===== config.mk =====
export PLATFORM = sky130hd
export DESIGN_NAME = pc_fetch_unit
export DESIGN_NICKNAME = d
export VERILOG_FILES = /design/src/rtl/pc_fetch_unit.sv
export SDC_FILE = /design/constraint.sdc
export NUM_CORES = 1
export LEC_CHECK = 0
export ABC_AREA = 1
export BUFFER_PORTS_ARGS = -buffer_cell sky130_fd_sc_hd__buf_2
export CAP_MARGIN = 20
export CORE_AREA = 2 2 109 111
export CTS_BUF_LIST = sky130_fd_sc_hd__clkbuf_4
export DETAILED_ROUTE_END_ITERATION = 6
export DIE_AREA = 0 0 111 113
export GPL_TIMING_DRIVEN = 0
export PLACE_DENSITY_LB_ADDON = 0.2
export REMOVE_ABC_BUFFERS = 1
export SLEW_MARGIN = 5
export SYNTH_ARGS = -nofsm -noshare
export SYNTH_HDL_FRONTEND = slang
export SYNTH_SLANG_ARGS = --single-unit

===== constraint.sdc =====
create_clock -name clock -period 8.86 [get_ports clock]
set_clock_uncertainty 0.2 [all_clocks]
set_input_delay 0.443 -clock clock [delete_from_list [all_inputs] [get_ports clock]]
set_output_delay 0.443 -clock clock [all_outputs]
set_load 0.02 [all_outputs]

===== src/rtl/pc_fetch_unit.sv =====
// pc_fetch_unit: program-counter and instruction-fetch front end.
// Fetches one instruction at a time over a simple req/ack memory port,
// presents it to decode with a valid/ready handshake, and computes the
// next pc from the decoded control signals when decode accepts it.
// Optional feature macro: PC_FETCH_PERF_CNT_EN adds an accepted-instruction
// counter on fetch_count. Without it, fetch_count is tied to zero.
module pc_fetch_unit #(
    parameter logic [31:0] RESET_PC = 32'h0000_0000,
    parameter int          IMEM_AW  = 14
) (
    input  logic               clock,
    input  logic               reset,
    output logic [IMEM_AW-1:0] imem_addr,
    output logic               imem_req,
    input  logic               imem_ack,
    input  logic [31:0]        imem_rdata,
    output logic [31:0]        Instruction,
    output logic               instr_valid,
    input  logic               instr_ready,
    input  logic               Branch,
    input  logic               nBranch,
    input  logic               Jmp,
    input  logic               Jal,
    input  logic               Jr,
    input  logic               Zero,
    input  logic [31:0]        Addr_result,
    input  logic [31:0]        Read_data_1,
    output logic [31:0]        pc,
    output logic [31:0]        branch_base_addr,
    output logic [31:0]        link_addr,
    output logic [31:0]        fetch_count
);

    typedef enum logic [1:0] {
        S_IDLE,
        S_REQ,
        S_HOLD
    } state_t;

    state_t      state_q, state_d;
    logic [31:0] pc_q, pc_d;
    logic [31:0] instr_q, instr_d;
    logic [31:0] link_q, link_d;
    logic [31:0] next_pc;
    logic        accept;
    logic        take_branch;

    // The two low bits of the jump/branch sources are dropped by design.
    logic unused_low_bits;
    assign unused_low_bits = ^{Read_data_1[1:0], Addr_result[1:0]};

    assign imem_req         = (state_q == S_REQ);
    assign instr_valid      = (state_q == S_HOLD);
    assign accept           = instr_valid && instr_ready;
    assign imem_addr        = pc_q[IMEM_AW+1:2];
    assign pc               = pc_q;
    assign Instruction      = instr_q;
    assign link_addr        = link_q;
    assign branch_base_addr = pc_q + 32'd4;
    assign take_branch      = (Branch && Zero) || (nBranch && !Zero);

    // Next-pc select: jr beats j/jal beats conditional branch beats pc+4.
    always_comb begin
        next_pc = branch_base_addr;
        if (Jr)
            next_pc = {Read_data_1[31:2], 2'b00};
        else if (Jmp || Jal)
            next_pc = {branch_base_addr[31:28], instr_q[25:0], 2'b00};
        else if (take_branch)
            next_pc = {Addr_result[31:2], 2'b00};
    end

    // FSM next state plus datapath updates; controls only matter on accept.
    always_comb begin
        state_d = state_q;
        pc_d    = pc_q;
        instr_d = instr_q;
        link_d  = link_q;
        case (state_q)
            S_IDLE: state_d = S_REQ;
            S_REQ: begin
                if (imem_ack) begin
                    instr_d = imem_rdata;
                    state_d = S_HOLD;
                end
            end
            S_HOLD: begin
                if (instr_ready) begin
                    pc_d    = next_pc;
                    state_d = S_REQ;
                    if (Jal)
                        link_d = branch_base_addr;
                end
            end
            default: state_d = S_IDLE;
        endcase
    end

    // State and datapath registers; reset abandons any fetch in flight.
    always_ff @(posedge clock or posedge reset) begin
        if (reset) begin
            state_q <= S_IDLE;
            pc_q    <= {RESET_PC[31:2], 2'b00};
            instr_q <= 32'h0;
            link_q  <= 32'h0;
        end else begin
            state_q <= state_d;
            pc_q    <= pc_d;
            instr_q <= instr_d;
            link_q  <= link_d;
        end
    end

`ifdef PC_FETCH_PERF_CNT_EN
    logic [31:0] cnt_q, cnt_d;

    assign cnt_d       = cnt_q + {31'd0, accept};
    assign fetch_count = cnt_q;

    // Accepted-instruction counter, wraps naturally at 32 bits.
    always_ff @(posedge clock or posedge reset) begin
        if (reset)
            cnt_q <= 32'h0;
        else
            cnt_q <= cnt_d;
    end
`else
    assign fetch_count = 32'h0;
`endif

endmodule


==> results of run 1 <==
==> layout make-up <==
type | instances | area [um2]
Inverter | 62 | 235
Multi-Input combinational cell | 591 | 2870
Timing Repair Buffer | 268 | 1520
Fill cell | 1025 | 3970
Clock inverter | 5 | 75.1
Clock buffer | 10 | 75.1
Sequential cell | 94 | 2350
Tap cell | 143 | 179
==> state kept, by name, indices dropped and copies added (netlist names) <==
| register | count |
|---|---|
| Instruction | 32 |
| link_addr | 30 |
| pc | 30 |
| state_q | 2 |
==> cells in the final DEF, fill, tap and decap left out, types with 10 or more instances in the layout <==
cell	count
mux2_2	29
nand2_1	289
dfrtp_1	94
o21ai_0	21
a21oi_1	39
nor2_1	73
inv_1	59
clkbuf_4	10
nand3_1	42
buf_2	239
dlygate4sd3_1	25
conb_1	38
==> logic make-up after synthesis <==
kind of cell	share of synthesized area
simple gates	0.313
fa+ha+maj	0.00214
buf+inv	0.132
compound gates	0.0647
other cells	0.000642
mux	0.0559
flops	0.403
xor+xnor	0.0289
==> worst max path at each step <==
stage,start,end,slack (ps),cells past startpoint
after global placement,reset,link_addr[19],4520,2
after global routing,pc[3],branch_base_addr[28],5840,8
final,pc[3],branch_base_addr[26],6000,8
after detailed placement,instr_ready,link_addr[12],5790,7
after CTS,state_q[0],link_addr[20],5810,7
after floorplan,reset,Instruction[0],5770,1
==> metrics by stage <==
step / cell area [um2] / cells
after floorplan: 5440 / 747
after global placement: 6820 / 1129
after detailed placement: 6890 / 1132
after CTS: 7280 / 1171
after global routing: 7310 / 1173
final: 7310 / 1173
==> report_power, final <==
| part | switching (mW) | internal, mW | leakage (nW) | total (mW) |
|---|---|---|---|---|
| Sequential | 0.188 | 0.630 | 1.15 | 0.817 |
| Combinational | 0.850 | 0.455 | 2.93 | 1.31 |
| Clock | 0.148 | 0.115 | 0.0860 | 0.263 |
| Total | 1.19 | 1.20 | 4.16 | 2.39 |
==> timing repair <==
item                      4_1_cts  5_1_grt
hold buffers                   24        1
setup buffers                   0        0
hold endpoints to repair       69        1
==> layer usage <==
| layer | track usage | up-vias |
|---|---|---|
| met5 | 0 | - |
| met4 | 0.0808 | 0 |
| met3 | 0.0595 | 25 |
| met2 | 0.447 | 229 |
| met1 | 0.353 | 2597 |
| li1 | - | 2837 |
==> results by group, run 1 <==
Cells and area
  • NumNets Final: 1133
  • Share of layout cells above drive strength 1: 0.308
  • Area delta synth->final: 25.1%
  • Ant. Diodes: 0
  • Core Util, Final: 0.648

Global route
  • First-pass GRT wire length: 26800 um
  • Vias in the first global route: 5301
  • Total gr overflow: 0
  • GRT Overall Usage: 0.268
  • Largest net degree at the start of global routing: 56
  • Initial antenna violation count: 0

Setup path
  • Critical Path Sink Type: output port
  • Worst path bufs/invs: 1
  • Crit path launch type: flop
  • Worst r2r path cells: 7
  • Required @ worst endpoint: 8220 ps
  • Reg2reg end: link_addr[20]
  • CP peak stage delay: 470 ps
  • CP max stage cell: dfrtp_1
  • Crit path DAT: 2210 ps
  • CP max FO: 6
  • Worst path cell trace: ha_1 > nand2_1 > nor2_2 > nand2_2 > nor2_8 > nand3_1 > and2_1 > buf_2
  • WS Path Type: flop to output port
  • Worst reg2reg setup slack: 6340 ps
  • Worst flop-to-flop path startpoint: state_q[0]
  • Delay-heaviest family, CP: simple AND/OR/NAND/NOR gates

Route
  • Metal3 WL: 1250 um
  • Routed Antenna Nets: 0
  • DR iter-0 viols: 355
  • DRC viols: 0
  • Wire per inst: 14.5 um
  • Overall routed net length: 17000 um
  • Via density: 4.85
  • Metal2 WL: 8140 um
  • Vias: 5688
  • Top Metal Used: met4
  • First drt pass iteration count: 5
  • Metal-1 WL: 7290 um

Clocking
  • Clock net sink count: 94
  • Clk buf depth: 2
  • CTS resizes: 0
  • Worst skew pair latency: 450 ps
  • H-tree Lvls: 3
  • Worst-path clk slew: 150 ps
  • TritonCTS clock tree: built
  • Cts bufs inserted: 9
  • Clock root cell: clkbuf_4

Die
  • Core area: 11300 um2
  • Rows: 39
  • Num ports: 282
  • Die W: 111 um
  • Total die area: 12500 um2
  • Die height: 113 um
  • Initial core utilization: 0.518

STA
  • RSZ-0062 raised after global routing: no
  • Setup violators final: 0
  • Max Slew Vio Count: 0
  • Final min period: 2860 ps
  • Tcrit/Tclk final: 0.323
  • Max Clk Rate: 350 MHz
  • PnR worst setup slack: 6000 ps
  • Relative slew slack: 0.329
  • Worst hold slack: 19.9 ps
  • Hold Vio Cnt, Final: 0
  • Measured slew at the worst slew-check pin: 1010 ps
  • Setup_tns: 0 ps

Synth
  • Netlist Area Pre-Place: 5840 um2
  • YS warnings: 0
  • Share of the synthesized area in the top cell type: 0.403
  • Cell variety after synth: 34
  • FF+latch count, synth: 94
  • Synth Instances: 790
  • Register area share after synthesis: 0.403
  • Post-synth EDFFs: 0
  • Synth Flop Type: dfrtp_1
  • Most common cell in the synthesized netlist: nand2_1
  • Async S/R FF share, synth: 1.00
  • Top cells by area, synth: dfrtp_1 40%, nand2_1 19%, buf_4 7.1%
  • Syn_area_per_cell: 7.39 um2
  • Post-synth top area cell: dfrtp_1
  • Synth cell count leaders: 290 x nand2_1, 94 x dfrtp_1, 74 x nor2_1

Worst hold path
  • Hold Path End: Instruction[10]
  • Min-Delay Path Class: input port to flop
  • WHS Path Cells: 2
  • Hold_sp: imem_rdata[10]

Place
  • Post-detail-place hpwl: 12300 um
  • IO Port Bufs: 239
  • Pre-CTS setup slack: 5790 ps
  • Final GP Congestion: 0.850

Pwr
  • Power Density: 326 nW/um2
  • Total power: 2.39 mW
  • Pleak: 4.16 nW
  • VDD IR-drop max: 0.219 mV

Job
  • MaxCap Viol Count: 0

Outcome
  • Outcome: complete, no violations
No activity file was read; power rests on OpenSTA's default activity.
==> run 2: changes to the inputs <==
Settings changed: CORE_AREA 2 2 109 111 to unset, CORE_ASPECT_RATIO set to 1.1, CORE_MARGIN set to 1, CORE_UTILIZATION set to 44, DIE_AREA 0 0 111 113 to unset.
Clock period 8.86 ns to 2.43 ns, I/O delays scaled along.
==> results by group, run 2 (same netlist as run 1, synthesis figures left out) <==
Outcome
  • Outcome: finished with violations
  • Failing checks: DRC, hold timing

Place
  • Final GP Congestion: 0.807 (-5.0%)
  • Pre-CTS setup slack: -665 ps (-6460 ps)
  • IO Port Bufs: 239 (unchanged)
  • Dpl cells: 1146 (+1.2%)
  • Post-detail-place hpwl: 12600 um (+2.5%)

Route
  • Vias: 6201 (+9.0%)
  • Overall routed net length: 19600 um (+15%)
  • DR iter-0 viols: 344 (-3.1%)
  • DRC viols: 17 (+17)
  • Wire per inst: 15.4 um (+6.1%)
  • First drt pass iteration count: 7 (+2)
  • Via density: 4.86 (+0.30%)
  • Routed Antenna Nets: 0 (unchanged)

Global route
  • Largest net degree at the start of global routing: 56 (unchanged)
  • Vias in the first global route: 5813 (+9.7%)
  • First-pass GRT wire length: 29400 um (+9.7%)
  • Total gr overflow: 0 (unchanged)
  • Initial antenna violation count: 1 (+1)
  • GRT Overall Usage: 0.278 (+0.0107)

Cells and area
  • Most frequent cells in the layout: 274 x nand2_1, 227 x buf_2, 92 x dlygate4sd3_1
  • Non-filler cells, final: 1275 (+8.7%)
  • Max reg flops: 32 (unchanged)
  • NumNets Final: 1220 (+7.7%)
  • Share of layout cells above drive strength 1: 0.337 (+0.0288)
  • Commonest non-fill, non-tap cell in the layout: nand2_1
  • Area delta synth->final: 43.9%

STA
  • RSZ-0062 raised after global routing: yes
  • Measured slew at the worst slew-check pin: 1080 ps (+71.0 ps)
  • Setup_tns: 0 ps (unchanged)
  • Hold Vio Cnt, Final: 1 (+1)
  • Worst hold slack: -16.8 ps (-36.7 ps)
  • Tcrit/Tclk final: 0.985
  • Setup violators final: 0 (unchanged)
  • Final min period: 2390 ps
  • Relative slew slack: 0.282 (-0.0474)
  • Max Slew Vio Count: 0 (unchanged)
  • Max Clk Rate: 418 MHz
  • PnR worst setup slack: 35.9 ps (-5970 ps)

Clocking
  • Clock net sink count: 94 (unchanged)
  • Worst-path clk slew: 140 ps (about the same)
  • Clk buf depth: 2 (unchanged)
  • Worst skew pair latency: 460 ps (about the same)
  • H-tree Lvls: 3 (unchanged)
  • Clock root cell: clkbuf_4
  • Cts bufs inserted: 9 (unchanged)
  • TritonCTS clock tree: built

Worst hold path
  • Hold_sp: Addr_result[15]
  • Min-Delay Path Class: input port to flop
  • WHS Path Cells: 7 (+5)

Setup path
  • Crit path DAT: 2550 ps (+340 ps)
  • Crit path launch type: input port
  • WS Path Type: input port to flop
  • Worst flop-to-flop path startpoint: pc[3]
  • Required @ worst endpoint: 2590 ps (-5630 ps)
  • CP max FO: 31 (+25)
  • Critical Path Sink Type: flop
  • CP startpoint: Jr
  • Worst r2r path cells: 10 (+3)

Pwr
  • Pleak: 4.56 nW (+9.5%)
  • Power Density: 1110 nW/um2 (+240%)
  • VDD IR-drop max: 0.736 mV (+240%)

Die
  • Die height: 123 um (+8.7%)
  • Die W: 112 um (+0.77%)
  • Rows: 43 (+10%)
  • Num ports: 282 (unchanged)
  • Core area: 12800 um2 (+13%)
  • Total die area: 13700 um2 (+9.5%)
  • Initial core utilization: 0.458 (-0.0601)

Job
  • MaxCap Viol Count: 0 (unchanged)
==> run 2: changes by cell type in the layout (fill, tap and decap cells not counted), moves of 12 or more <==
cell	delta
dfrtp_2	+13
dlygate4sd3_1	+67
buf_4	+22
dfrtp_1	-13
buf_2	-12
nand2_1	-15
==> run 2: cell type report <==
type	instances	area, um2
antenna	1	2.50
clock buffer	10	75.1
sequential	94	2370
timing repair buffer	354	2410
multi-input combinational	592	3060
clock inverter	5	51.3
fill	1126	4350
tap	157	196
inverter	62	240
==> run 2: timing repair <==
action / 4_1_cts / 5_1_grt
setup endpoints to repair: 43 / 64
hold buffers: 96 / 3
gates resized for setup: 11 / 70
gates cloned: 0 / 1
pin swaps: 2 / 27
endpoints found under the hold margin: 123 / 3
buffers inserted: 3 / 14
==> run 2: worst paths after layout <==
check / end / slack, ps
worst min-delay path: pc[15] / -20
worst min register to register: link_addr[7] / 290
max in group asynchronous: pc[6] / 1200
worst max-delay path: pc[8] / 40
min in group asynchronous: Instruction[29] / 130
worst max register to register: pc[7] / 40
==> run 2: critical path: stages <==
cell	delay [ps]
buf_2	550
inv_1	690
or2_2	490
nand3_1	80
dlygate4sd3_1	550
nand2_1	50
==> run 2: power breakdown <==
part	total (mW)	internal, mW	switching [mW]
Clock	0.859	0.314	0.545
Sequential	3.02	2.32	0.698
Combinational	5.46	2.08	3.37
==> run 2: layer usage <==
metal  vias up  part of all wire  track usage
li1       3015                 -            -
met1      2865              0.43        0.349
met5         -                 0            0
met2       272              0.48        0.466
met3        49             0.056       0.0425
met4         0             0.034        0.149
==> run 2: per-stage QoR <==
stage                     total power [mW]  utilization  instance area (um2)  hold slack [ps]
after global placement                7.66        0.536                 6830              134
after floorplan                       5.99            -                 5440             30.2
after global routing                  9.90        0.659                 8400             9.52
final                                 9.33        0.659                 8400            -16.8
after CTS                             8.87        0.632                 8060            0.380
after detailed placement              7.74        0.542                 6920             69.5
